`src/rtl/fifo_rd_stream.sv`:
```
// FIFO read port to valid/ready stream adapter with a 2-entry out/skid buffer.
// Define FIFO_RD_STREAM_CNT_EN to build the beat_cnt accepted-beat counter.
module fifo_rd_stream #(
    parameter int DATA_WIDTH = 8,
    parameter int CNT_WIDTH  = 16
) (
    input  logic                  clk,
    input  logic                  rst,
    input  logic                  fifo_empty,
    input  logic [DATA_WIDTH-1:0] fifo_rd_data,
    output logic                  fifo_rd_en,
    output logic                  m_valid,
    input  logic                  m_ready,
    output logic [DATA_WIDTH-1:0] m_data
`ifdef FIFO_RD_STREAM_CNT_EN
    ,
    output logic [CNT_WIDTH-1:0]  beat_cnt
`endif
);

    logic                  skid_valid;
    logic [DATA_WIDTH-1:0] skid_data;
    logic                  inflight;
    logic                  pop;
    logic                  out_take;
    logic [2:0]            level;

    assign pop = m_valid & m_ready;

    // Slots that will be committed after this edge; a read is only issued if
    // its data is guaranteed a free slot when it lands next cycle.
    assign level      = {2'b00, m_valid} + {2'b00, skid_valid} + {2'b00, inflight} - {2'b00, pop};
    assign fifo_rd_en = ~rst & ~fifo_empty & (level < 3'd2);

    // Arriving data bypasses skid only when nothing older is waiting there.
    assign out_take = inflight & (~m_valid | (pop & ~skid_valid));

    always_ff @(posedge clk) begin
        if (rst) begin
            inflight   <= 1'b0;
            m_valid    <= 1'b0;
            m_data     <= '0;
            skid_valid <= 1'b0;
            skid_data  <= '0;
        end else begin
            inflight <= fifo_rd_en;
            if (pop && skid_valid) begin
                m_data <= skid_data;
                if (inflight) begin
                    skid_data <= fifo_rd_data;
                end else begin
                    skid_valid <= 1'b0;
                end
            end else if (out_take) begin
                m_valid <= 1'b1;
                m_data  <= fifo_rd_data;
            end else if (pop) begin
                m_valid <= 1'b0;
            end else if (inflight) begin
                skid_valid <= 1'b1;
                skid_data  <= fifo_rd_data;
            end
        end
    end

`ifdef FIFO_RD_STREAM_CNT_EN
    always_ff @(posedge clk) begin
        if (rst) begin
            beat_cnt <= '0;
        end else if (pop) begin
            beat_cnt <= beat_cnt + 1'b1;
        end
    end
`endif

endmodule
```
`config.mk`:
```
export PLATFORM = sky130hd
export DESIGN_NAME = fifo_rd_stream
export DESIGN_NICKNAME = d
export VERILOG_FILES = /design/src/rtl/fifo_rd_stream.sv
export SDC_FILE = /design/constraint.sdc
export NUM_CORES = 1
export LEC_CHECK = 0
export ABC_AREA = 1
export BUFFER_PORTS_ARGS = -buffer_cell sky130_fd_sc_hd__buf_2
export CAP_MARGIN = 40
export CORE_ASPECT_RATIO = 1.25
export CORE_MARGIN = 8
export CORE_UTILIZATION = 51
export DETAILED_ROUTE_END_ITERATION = 12
export GPL_ROUTABILITY_DRIVEN = 0
export HOLD_SLACK_MARGIN = 0.06
export PLACE_DENSITY_LB_ADDON = 0.1
export SYNTH_ARGS = -nofsm -noshare
export SYNTH_HDL_FRONTEND = slang
export SYNTH_SLANG_ARGS = --single-unit
```
`constraint.sdc`:
```
create_clock -name clk -period 2.1 [get_ports clk]
set_input_delay 0.315 -clock clk [delete_from_list [all_inputs] [get_ports clk]]
set_output_delay 0.315 -clock clk [all_outputs]
set_load 0.01 [all_outputs]
```
==> flow_summary.json <==
{
  "coreArea_sq_um": 1720,
  "synth_top_family_by_area": "simple AND/OR/NAND/NOR gates",
  "post_synthesis_instance_area_sq_um": 913,
  "via_per_inst": 4.97,
  "ant_nets": 0,
  "pin_slew_with_the_least_headroom_to_its_limit_ps": 302,
  "die_y_um": 63.3,
  "cts.reportedPaths.clkPinSlew_ps": 90,
  "drv.max_cap_violation_count": 0,
  "initial_core_util_pct": 53.0,
  "port_buffers": 21,
  "syn2layout_area_growth_pct": 19.6,
  "mappedNetlistNets": 148,
  "post_drt_wl_per_cell_um": 11.3,
  "final_period_minus_worst_setup_slack_ps": 2050,
  "worst_ep_required_time_ps": 1780,
  "netlist_instances": 135,
  "endpoint_kind": "output port",
  "grt_first_pass_wirelength_um": 3400,
  "grt_start_max_net_pins": 25,
  "dpl_worst_slack_ps": 151,
  "synth.area.mux_share_pct": 0,
  "endpoint_arrival_time_on_the_critical_path_ps": 1730,
  "cts_hold_buffers": 0,
  "io_pins": 22,
  "antenna_cells_inserted": 0,
  "antenna_violations_before_repair": 0,
  "layout_setup_ws_ps": 54.9,
  "drt_pre_antenna_iters": 4,
  "register_bit_count_reported_by_yosys": 19,
  "max-vdd-ir-drop_v": 0.000386,
  "clkLatencyLatePin_ps": 290,
  "tritoncts_clock_tree": "yes",
  "cts.sinks": 19,
  "final_util_pct": 63.4,
  "fin_crit_sh_pct": 97.4,
  "layout.nets": 174,
  "synth-compound-area-share_pct": 13.3,
  "dieWidth_um": 53.9,
  "htree_num_levels": 1,
  "synth_xor_xnor_area_share_pct": 0,
  "first_global_vias": 830,
  "rrSetupSlack_ps": 680,
  "first_iter_violations": 18,
  "hpwl_um": 1420,
  "drv_slew": 0,
  "synthAdderAreaFrac_pct": 1.37,
  "p_per_area_nw_per_um2": 624,
  "standard_cell_rows": 17,
  "die-area_sq_um": 3410,
  "overall_global_routing_resource_usage_pct": 12.2,
  "fmax_mhz": 489,
  "post-route-drc-count": 0,
  "finalWirelength_um": 2020,
  "cts-root-buf": "clkbuf_4",
  "critical_path.startpoint_type": "register",
  "synth_cell_types": 18,
  "synth_sequential_area_ratio_pct": 41.6,
  "grt_overflow_total": 0,
  "total_power_mw": 0.682,
  "total_leakage_power_nw": 0.568,
  "rsz_0062_raised_after_global_routing": "yes",
  "fin_setup_tns_ps": 0,
  "report.final.hold_viol_count": 0,
  "synth_simple_gate_area_share_pct": 35.2,
  "setup_viol": 0,
  "fillers": 174,
  "synth_largest_type_area_fraction_pct": 41.6,
  "final.hold.worst_slack_ps": 192,
  "share_of_post_route_cells_with_drive_strength_above_1_pct": 25.0,
  "via_count": 889,
  "clock_skew_ps": 6.45,
  "crit_fanout": 6,
  "cts_inserted_buffers": 3,
  "yosys_warnings": 0,
  "status": "finished, final reports clean",
  "max_slew_margin_pct": 79.8,
  "timing_worst_setup_path_type": "reg -> out",
  "hold_path.class": "in -> reg",
  "synth.avg_cell_area_sq_um": 6.77,
  "area_contributors_post_synth": "dfxtp_1 42%, nand2_1 14%, nor2_1 9.9%, a21oi_1 6.0%, nand3_1 5.5%",
  "max-clock-path-buffers": 2,
  "synthDominantAreaCellType": "dfxtp_1"
}
## area by class of cell
class	count	area, sq um	area share [%]
Multi-Input combinational cell	99	473	43.3
Sequential cell	19	385	35.3
Timing Repair Buffer	25	135	12.4
Inverter	13	48.8	4.47
Clock buffer	4	26.3	2.41
Tap cell	19	23.8	2.18
## Yosys cell counts
master,count
a21o_1,1
a21oi_1,11
buf_2,2
buf_4,1
buf_6,1
dfxtp_1,19
ha_1,1
inv_1,12
inv_2,1
nand2_1,35
nand2_2,1
nand3_1,10
nand3_2,2
nor2_1,24
nor2_4,1
nor2b_1,2
o21ai_0,10
o21ai_2,1
## repair_timing
item | 4_1_cts | 5_1_grt
pin swaps | 0 | 1
endpoints found under the setup margin | 1 | 1
resized for setup | 5 | 4
endpoints found under the hold margin | 0 | 0
buffers inserted | 0 | 1
## path summary, 6_finish.rpt
kind                   to         start  depth (start not counted)
max            fifo_rd_en       m_valid                          8
max reg2reg  skid_data[0]    skid_valid                          7
min reg2reg  skid_data[7]  skid_data[7]                          2
min               m_valid           rst                          2
## per-stage QoR
step,instance area (sq um),cells
detailed placement,1040,174
CTS,1070,178
global route,1090,179
floorplan,913,135
finish,1090,179
global placement,1040,174
## kinds of logic (layout without fill, tap and decap cells)
group / Yosys count / after routing
adders and majority gates: 1 / 1
AOI/OAI and AO/OA: 23 / 23
buffers and inverters: 17 / 42
DFF: 19 / 19
and+or+nand+nor: 75 / 75
## per-layer routing
metal	share of wire, %	GRT usage, %	wire (um)
met5	0	0	0
met1	46	15.7	928
met3	6.4	2.82	129
met4	1.4	2.85	29
met2	46	19.6	932
## flip-flops by register name, indices dropped and copies added, names as in the netlist
signal	flops
inflight	1
skid_valid	1
skid_data	8
m_data	8
m_valid	1
## placed cells by master, fill, tap and decap left out, types with 2 or more instances in the layout
cell / instances
a21oi_1: 10
buf_2: 21
buf_4: 4
clkbuf_4: 3
dfxtp_1: 17
inv_1: 12
nand2_1: 33
nand2_2: 2
nand3_1: 10
nand3_2: 2
nor2_1: 24
nor2b_1: 2
o21ai_0: 9
o21ai_2: 2
## report_power, final
| part | internal (mW) | leakage [nW] | switching [mW] |
|---|---|---|---|
| Combinational | 0.0487 | 0.397 | 0.0659 |
| Clock | 0.0737 | 0.0150 | 0.102 |
| Sequential | 0.380 | 0.156 | 0.0122 |
| Total | 0.502 | 0.568 | 0.180 |
## worst max-delay path, cell delays in order, from the launching register on
cell and delay (ps):
dfxtp_4 400, nand3_2 90, nand2_1 70, inv_1 40
ha_1 270, a21o_1 190, a21oi_2 130, nor2b_1 130
buf_2 130
Power figures use the tool's default switching activity.
